$ cat src/rtl/bus_master_if.sv
// ----------------------------------------------------------------------------
// bus_master_if
//
// Purpose: groups the core-side request/response handshake and the peripheral
// bus signals of bus_master into one bundle.
//
// Signals:
//   req_valid/req_ready/req_we/req_addr/req_wdata/req_be : core request channel
//   rsp_valid/rsp_ready/rsp_rdata/rsp_err               : core response channel
//   bus_en/bus_we/bus_addr/bus_wdata/bus_be             : strobe + latched request
//   bus_hit/bus_ack/bus_rdata                           : decoder hit, device completion
//
// Modports:
//   master : the sequencer (bus_master) view
//   slave  : the surrounding world (core + devices) view
// ----------------------------------------------------------------------------
interface bus_master_if;
    logic        req_valid;
    logic        req_ready;
    logic        req_we;
    logic [31:0] req_addr;
    logic [31:0] req_wdata;
    logic [3:0]  req_be;

    logic        rsp_valid;
    logic        rsp_ready;
    logic [31:0] rsp_rdata;
    logic        rsp_err;

    logic        bus_en;
    logic        bus_we;
    logic [31:0] bus_addr;
    logic [31:0] bus_wdata;
    logic [3:0]  bus_be;
    logic        bus_hit;
    logic        bus_ack;
    logic [31:0] bus_rdata;

    modport master (
        input  req_valid, req_we, req_addr, req_wdata, req_be,
        output req_ready,
        output rsp_valid, rsp_rdata, rsp_err,
        input  rsp_ready,
        output bus_en, bus_we, bus_addr, bus_wdata, bus_be,
        input  bus_hit, bus_ack, bus_rdata
    );

    modport slave (
        output req_valid, req_we, req_addr, req_wdata, req_be,
        input  req_ready,
        input  rsp_valid, rsp_rdata, rsp_err,
        output rsp_ready,
        input  bus_en, bus_we, bus_addr, bus_wdata, bus_be,
        output bus_hit, bus_ack, bus_rdata
    );
endinterface

$ cat src/rtl/bus_master.sv
// ----------------------------------------------------------------------------
// bus_master
//
// Purpose: single-outstanding request sequencer between the load/store unit
// and the address-decoded peripheral bus. A request is accepted on a
// valid/ready handshake, its fields are latched onto bus_*, the decoders'
// wired-OR busy (bus_hit) is sampled one cycle later, then bus_en is pulsed
// for one cycle and the device acknowledge is awaited with a timeout. The
// result (read data or error) is held on rsp_* until the core accepts it.
//
// Parameters:
//   TIMEOUT : cycles from the bus_en cycle (inclusive) to bus_ack before an
//             error response is returned; 1..255.
//
// Ports:
//   clk   : system clock, rising edge
//   n_rst : asynchronous active-low reset
//   bif   : bus_master_if.master (request, response and peripheral bus)
//
// Build option:
//   BUS_MASTER_ALIGN_CHECK_EN : when defined, misaligned word/halfword
//   requests are rejected with rsp_err=1 in DECODE, before the bus_hit check,
//   and never reach the bus.
// ----------------------------------------------------------------------------
module bus_master #(
    parameter int TIMEOUT = 16
) (
    input  logic          clk,
    input  logic          n_rst,
    bus_master_if.master  bif
);

    typedef enum logic [2:0] {
        ST_IDLE,
        ST_DECODE,
        ST_ACCESS,
        ST_WAIT,
        ST_RESP
    } state_t;

    localparam logic [7:0] TIMEOUT_CNT = 8'(TIMEOUT);

    state_t      state_reg,     state_next;
    logic        req_ready_reg, req_ready_next;
    logic        rsp_valid_reg, rsp_valid_next;
    logic [31:0] rsp_rdata_reg, rsp_rdata_next;
    logic        rsp_err_reg,   rsp_err_next;
    logic        bus_en_reg,    bus_en_next;
    logic        bus_we_reg,    bus_we_next;
    logic [31:0] bus_addr_reg,  bus_addr_next;
    logic [31:0] bus_wdata_reg, bus_wdata_next;
    logic [3:0]  bus_be_reg,    bus_be_next;
    logic [7:0]  cnt_reg,       cnt_next;

    logic        misaligned;
    logic [31:0] ack_rdata;

    // Read data as returned to the core: writes always report zero, so each
    // byte lane is gated by the latched direction.
    genvar gi;
    generate
        for (gi = 0; gi < 4; gi++) begin : g_rdata_lane
            assign ack_rdata[8*gi +: 8] = bus_we_reg ? 8'h00 : bif.bus_rdata[8*gi +: 8];
        end
    endgenerate

`ifdef BUS_MASTER_ALIGN_CHECK_EN
    // Evaluated on the latched request while in DECODE.
    always_comb begin
        misaligned = 1'b0;
        if (bus_be_reg == 4'b1111 && bus_addr_reg[1:0] != 2'b00) begin
            misaligned = 1'b1;
        end else if ((bus_be_reg == 4'b0011 || bus_be_reg == 4'b1100) && bus_addr_reg[0]) begin
            misaligned = 1'b1;
        end
    end
`else
    assign misaligned = 1'b0;
`endif

    // State and all outputs are registered; the combinational process below
    // computes every next value.
    always_ff @(posedge clk or negedge n_rst) begin
        if (!n_rst) begin
            state_reg     <= ST_IDLE;
            req_ready_reg <= 1'b0;
            rsp_valid_reg <= 1'b0;
            rsp_rdata_reg <= 32'h0;
            rsp_err_reg   <= 1'b0;
            bus_en_reg    <= 1'b0;
            bus_we_reg    <= 1'b0;
            bus_addr_reg  <= 32'h0;
            bus_wdata_reg <= 32'h0;
            bus_be_reg    <= 4'h0;
            cnt_reg       <= 8'h0;
        end else begin
            state_reg     <= state_next;
            req_ready_reg <= req_ready_next;
            rsp_valid_reg <= rsp_valid_next;
            rsp_rdata_reg <= rsp_rdata_next;
            rsp_err_reg   <= rsp_err_next;
            bus_en_reg    <= bus_en_next;
            bus_we_reg    <= bus_we_next;
            bus_addr_reg  <= bus_addr_next;
            bus_wdata_reg <= bus_wdata_next;
            bus_be_reg    <= bus_be_next;
            cnt_reg       <= cnt_next;
        end
    end

    always_comb begin
        state_next     = state_reg;
        req_ready_next = req_ready_reg;
        rsp_valid_next = rsp_valid_reg;
        rsp_rdata_next = rsp_rdata_reg;
        rsp_err_next   = rsp_err_reg;
        bus_en_next    = 1'b0;          // strobe: high for one cycle only
        bus_we_next    = bus_we_reg;    // bus_* hold the last request
        bus_addr_next  = bus_addr_reg;
        bus_wdata_next = bus_wdata_reg;
        bus_be_next    = bus_be_reg;
        cnt_next       = cnt_reg;

        unique case (state_reg)
            ST_IDLE: begin
                // req_ready comes up one edge after reset release, and one
                // edge after a response handshake.
                req_ready_next = 1'b1;
                if (bif.req_valid && req_ready_reg) begin
                    bus_we_next    = bif.req_we;
                    bus_addr_next  = bif.req_addr;
                    bus_wdata_next = bif.req_wdata;
                    bus_be_next    = bif.req_be;
                    req_ready_next = 1'b0;
                    state_next     = ST_DECODE;
                end
            end

            ST_DECODE: begin
                if (misaligned || !bif.bus_hit) begin
                    rsp_valid_next = 1'b1;
                    rsp_err_next   = 1'b1;
                    rsp_rdata_next = 32'h0;
                    state_next     = ST_RESP;
                end else begin
                    bus_en_next = 1'b1;
                    cnt_next    = 8'd1;     // the enable cycle is counted
                    state_next  = ST_ACCESS;
                end
            end

            ST_ACCESS, ST_WAIT: begin
                // Acknowledge takes priority over the timeout in the same cycle.
                if (bif.bus_ack) begin
                    rsp_valid_next = 1'b1;
                    rsp_err_next   = 1'b0;
                    rsp_rdata_next = ack_rdata;
                    state_next     = ST_RESP;
                end else if (cnt_reg == TIMEOUT_CNT) begin
                    rsp_valid_next = 1'b1;
                    rsp_err_next   = 1'b1;
                    rsp_rdata_next = 32'h0;
                    state_next     = ST_RESP;
                end else begin
                    cnt_next   = cnt_reg + 8'd1;
                    state_next = ST_WAIT;
                end
            end

            ST_RESP: begin
                if (rsp_valid_reg && bif.rsp_ready) begin
                    rsp_valid_next = 1'b0;
                    req_ready_next = 1'b1;
                    state_next     = ST_IDLE;
                end
            end

            default: begin
                state_next = ST_IDLE;
            end
        endcase
    end

    assign bif.req_ready = req_ready_reg;
    assign bif.rsp_valid = rsp_valid_reg;
    assign bif.rsp_rdata = rsp_rdata_reg;
    assign bif.rsp_err   = rsp_err_reg;
    assign bif.bus_en    = bus_en_reg;
    assign bif.bus_we    = bus_we_reg;
    assign bif.bus_addr  = bus_addr_reg;
    assign bif.bus_wdata = bus_wdata_reg;
    assign bif.bus_be    = bus_be_reg;

endmodule

$ cat src/flat_wrapper.sv
// flat-port wrapper written by rule: the top's interface ports become plain ports
module bus_master_flat 
#(
    parameter int TIMEOUT = 16
)
  (clk, n_rst, bif_req_valid, bif_req_we, bif_req_addr, bif_req_wdata, bif_req_be, bif_req_ready, bif_rsp_valid, bif_rsp_rdata, bif_rsp_err, bif_rsp_ready, bif_bus_en, bif_bus_we, bif_bus_addr, bif_bus_wdata, bif_bus_be, bif_bus_hit, bif_bus_ack, bif_bus_rdata);
  bus_master_if bif_i ();
  input  logic clk;
  input  logic n_rst;
  input wire logic [$bits(bif_i.req_valid)-1:0] bif_req_valid;
  input wire logic [$bits(bif_i.req_we)-1:0] bif_req_we;
  input wire logic [$bits(bif_i.req_addr)-1:0] bif_req_addr;
  input wire logic [$bits(bif_i.req_wdata)-1:0] bif_req_wdata;
  input wire logic [$bits(bif_i.req_be)-1:0] bif_req_be;
  output wire logic [$bits(bif_i.req_ready)-1:0] bif_req_ready;
  output wire logic [$bits(bif_i.rsp_valid)-1:0] bif_rsp_valid;
  output wire logic [$bits(bif_i.rsp_rdata)-1:0] bif_rsp_rdata;
  output wire logic [$bits(bif_i.rsp_err)-1:0] bif_rsp_err;
  input wire logic [$bits(bif_i.rsp_ready)-1:0] bif_rsp_ready;
  output wire logic [$bits(bif_i.bus_en)-1:0] bif_bus_en;
  output wire logic [$bits(bif_i.bus_we)-1:0] bif_bus_we;
  output wire logic [$bits(bif_i.bus_addr)-1:0] bif_bus_addr;
  output wire logic [$bits(bif_i.bus_wdata)-1:0] bif_bus_wdata;
  output wire logic [$bits(bif_i.bus_be)-1:0] bif_bus_be;
  input wire logic [$bits(bif_i.bus_hit)-1:0] bif_bus_hit;
  input wire logic [$bits(bif_i.bus_ack)-1:0] bif_bus_ack;
  input wire logic [$bits(bif_i.bus_rdata)-1:0] bif_bus_rdata;
  assign bif_i.req_valid = bif_req_valid;
  assign bif_i.req_we = bif_req_we;
  assign bif_i.req_addr = bif_req_addr;
  assign bif_i.req_wdata = bif_req_wdata;
  assign bif_i.req_be = bif_req_be;
  assign bif_req_ready = bif_i.req_ready;
  assign bif_rsp_valid = bif_i.rsp_valid;
  assign bif_rsp_rdata = bif_i.rsp_rdata;
  assign bif_rsp_err = bif_i.rsp_err;
  assign bif_i.rsp_ready = bif_rsp_ready;
  assign bif_bus_en = bif_i.bus_en;
  assign bif_bus_we = bif_i.bus_we;
  assign bif_bus_addr = bif_i.bus_addr;
  assign bif_bus_wdata = bif_i.bus_wdata;
  assign bif_bus_be = bif_i.bus_be;
  assign bif_i.bus_hit = bif_bus_hit;
  assign bif_i.bus_ack = bif_bus_ack;
  assign bif_i.bus_rdata = bif_bus_rdata;
  bus_master #(.TIMEOUT(TIMEOUT)) u_core (.clk(clk), .n_rst(n_rst), .bif(bif_i));
endmodule
$ cat config.mk
export PLATFORM = sky130hd
export DESIGN_NAME = bus_master_flat
export DESIGN_NICKNAME = d
export VERILOG_FILES = /design/src/rtl/bus_master_if.sv /design/src/rtl/bus_master.sv /design/src/flat_wrapper.sv
export SDC_FILE = /design/constraint.sdc
export NUM_CORES = 1
export LEC_CHECK = 0
export CAP_MARGIN = 15
export CORE_UTILIZATION = 42
export CTS_BUF_LIST = sky130_fd_sc_hd__clkbuf_2
export CTS_CLUSTER_SIZE = 8
export DETAILED_ROUTE_END_ITERATION = 10
export MAX_ROUTING_LAYER = met4
export PLACE_DENSITY = 0.87
export SYNTH_ARGS = -nofsm -noshare
export SYNTH_HDL_FRONTEND = slang
export SYNTH_SLANG_ARGS = --single-unit
$ cat constraint.sdc
create_clock -name clk -period 2.4 [get_ports clk]
set_input_delay 0.48 -clock clk [delete_from_list [all_inputs] [get_ports clk]]
set_output_delay 0.48 -clock clk [all_outputs]
set_load 0.01 [all_outputs]
==> impl_metrics.tcl <==
set metrics [dict create \
    cts.sinks 116 \
    cts_made_buffers 17 \
    synth.most_common_cell "dfrtp_1" \
    slowest_stage "or4_1" \
    r2r_slack_ps 310 \
    post-route-drc-count 0 \
    synth_area_um2 4383 \
    hold_viol_final 0 \
    cp.depth 5 \
    swShare 0.3199 \
    max_freq_ghz 0.4774 \
    relSlewSlack 0.7371 \
    crit_end "u_core.bif.rsp_rdata[25]" \
    grt_max_degree 72 \
    synth_cells 290 \
    syn_to_final_growth_pct 58.61 \
    clockRootBuffer "clkbuf_2" \
    crit_start "u_core.cnt_reg[5]" \
    path_max_fanout 33 \
    via_count 3288 \
    netlist_top_cells_count "116 x dfrtp_1, 69 x mux2_2, 32 x a22o_1" \
    fp-row-count 36 \
    grt_first_pass_wirelength_um 18440 \
    worstHoldPathType "in -> async" \
    clock_path_buffers 2 \
    p_int_mw 6.045 \
    antenna_found_initial 0 \
    worstPathRequired_ps 2920 \
    postCtsHoldBufs 1 \
    tns_ps 0 \
    syn_area_per_cell_um2 15.11 \
    ys_warn_count 0 \
    drv_slew 0 \
    seqCellArea_um2 2903 \
    crit_arrival_ps 2620 \
    async_reset_ff_frac 1.000 \
    cp_slowest_stage_delay_ps 600 \
    final_nets 621 \
    r2r_end "u_core.bif.rsp_rdata[25]" \
    yosys_register_bits 116 \
    cts_setup_buffers 0 \
    post_cts_resized 0 \
    critPathKind "reg -> reg" \
    synthTopCellsByArea "dfrtp_1 66%, mux2_2 18%, a22o_1 6.4%" \
    die_h_um 104.2 \
    avgViaCountPerCell 4.997 \
    grt_setup_unrepaired "no" \
    ios 212 \
    wl_per_cell_um 17.17 \
    cts.clk_slew.worst_paths_ps 180 \
    drt_iter0_markers 241 \
    yosys.area.top_type_share 0.6623 \
    crit_family "simple AND/OR/NAND/NOR gates" \
    comb_power_share 0.462 \
    grt_pass1_vias 3632 \
    p_sw_mw 2.844 \
    p_seq_frac 0.379 \
    worstPathCellList "nor4b_2 -> a311oi_1 -> or4_1 -> buf_12 -> a22o_1" \
    dp_hpwl_um 8170 \
    htree_levels 4 \
    worstSetupStartpointType "flop" \
    wl_um 11300 \
    status "finished clean" \
    core_um2 9955 \
    start_util 0.4403 \
    port_buffers 211 \
    yosys.area.top_type "dfrtp_1" \
    ir_drop_mv 0.7608 \
    power.leakage_nw 3.000 \
    setup_viol 0 \
    r2r-start "u_core.cnt_reg[5]" \
    ys_types 30 \
    powerDensity_nw_per_um2 1279 \
    die-area_um2 10850 \
    worst_pin_slew_ps 394.3 \
    drt_pass1_iterations 4 \
    r2r_cells 5 \
    clk_latency_ps 620 \
    fin_skew_ps 23.38 \
    crit_buf_inv 1 \
    synth-main-ff-cell "dfrtp_1" \
    period_needed_ps 2095 \
    drv_cap 0 \
    p_clk_frac 0.159 \
    synth-edff-count 0 \
    synth-seq-area-share 0.6623 \
    antenna_cells 0 \
    end_kind "flop" \
    multi_input_area_um2 1380 \
    power_mw 8.889 \
    cts_tree "built" \
    synthesis.nets 399 \
    finalCritPeriodShare 0.8727 \
    drive_gt1_frac 0.2095 \
    die_x_um 104.2 \
    drtAntennaViolNets 0 \
    globalplace.congestion 0.8410 \
    track_usage 0.2256 \
    overflow 0 \
    fillers 700 \
]
-- placed cells by master (no fill, tap or decap), drive strengths merged --
| master | n |
|---|---|
| clkdlybuf4s50 | 210 |
| nor2 | 5 |
| nand3 | 3 |
| or2 | 1 |
| dfrtp | 116 |
| and3 | 2 |
| clkbuf | 17 |
| a22o | 32 |
| ha | 2 |
| o31ai | 2 |
| a311oi | 1 |
| nor4bb | 1 |
| nor3 | 2 |
| inv | 5 |
| bufinv | 4 |
| nand4b | 1 |
| a31o | 1 |
| or4 | 1 |
| clkinv | 7 |
| dlygate4sd3 | 1 |
| nand2b | 2 |
| o211ai | 1 |
| a21oi | 9 |
| a31oi | 2 |
| o21a | 3 |
| buf | 8 |
| o21ai | 2 |
| a21boi | 1 |
| a41oi | 1 |
| mux2 | 69 |
| clkinvlp | 4 |
| nor4b | 1 |
| nor2b | 1 |
| nand2 | 7 |
-- power by group through the flow --
stage / clock network (mW) / logic [mW] / registers, mW
2_1_floorplan: 0 / 1.48 / 3.74
3_3_place_gp: 0 / 3.99 / 3.35
3_5_place_dp: 0 / 4.13 / 3.41
4_1_cts: 1.45 / 4.15 / 3.37
5_1_grt: 1.55 / 4.36 / 3.48
6_report: 1.41 / 4.11 / 3.37
-- through the flow --
step	setup slack (ps)	utilization	cell area [um^2]	cells	hold WS, ps
3_5_place_dp	207.5	0.6698	6668	625	415.6
5_1_grt	195.4	0.6983	6952	658	245.9
4_1_cts	236.5	0.6983	6952	658	231.8
6_report	305.5	0.6983	6952	658	297.2
3_3_place_gp	275.0	0.6698	6668	625	408.7
2_1_floorplan	524.3	-	4383	290	184.4
-- routing by layer --
metal | GRT usage | wire [um]
met3 | 0.06830 | 821
met1 | 0.2668 | 4572
met2 | 0.3657 | 5733
met5 | - | 0
met4 | 0.08061 | 170
-- worst register-to-register path, delay by kind of cell, from the launching register on --
| kind | cells | cell delay [ps] |
|---|---|---|
| compound gates | 2 | 370 |
| simple gates | 2 | 940 |
| flops | 1 | 480 |
| buf+inv | 1 | 220 |
-- kinds of logic after synthesis --
kind of cell,share of synthesized area
AOI/OAI and AO/OA,0.09735
adders and majority gates,0.005708
buffers and inverters,0.02341
DFF,0.6623
muxes,0.1773
and+or+nand+nor,0.03397
-- worst min-delay path by stage --
stage,from,slack [ps],end
2_1_floorplan,n_rst,180,u_core.bif.bus_addr[0]
3_3_place_gp,n_rst,410,u_core.bif.rsp_rdata[7]
3_5_place_dp,n_rst,420,u_core.bif.rsp_rdata[8]
4_1_cts,n_rst,230,u_core.bif.rsp_rdata[9]
5_1_grt,n_rst,250,u_core.bif.rsp_rdata[8]
6_report,n_rst,300,u_core.bif.rsp_rdata[9]
-- area by class of cell --
| type | count | share of cell area |
|---|---|---|
| clock buffer | 17 | 0.01224 |
| tap | 133 | 0.02394 |
| sequential | 116 | 0.4176 |
| timing repair buffer | 219 | 0.3179 |
| clock inverter | 15 | 0.02718 |
| multi-input combinational | 153 | 0.1985 |
| inverter | 5 | 0.002700 |
No activity file was read; power rests on OpenSTA's default activity.
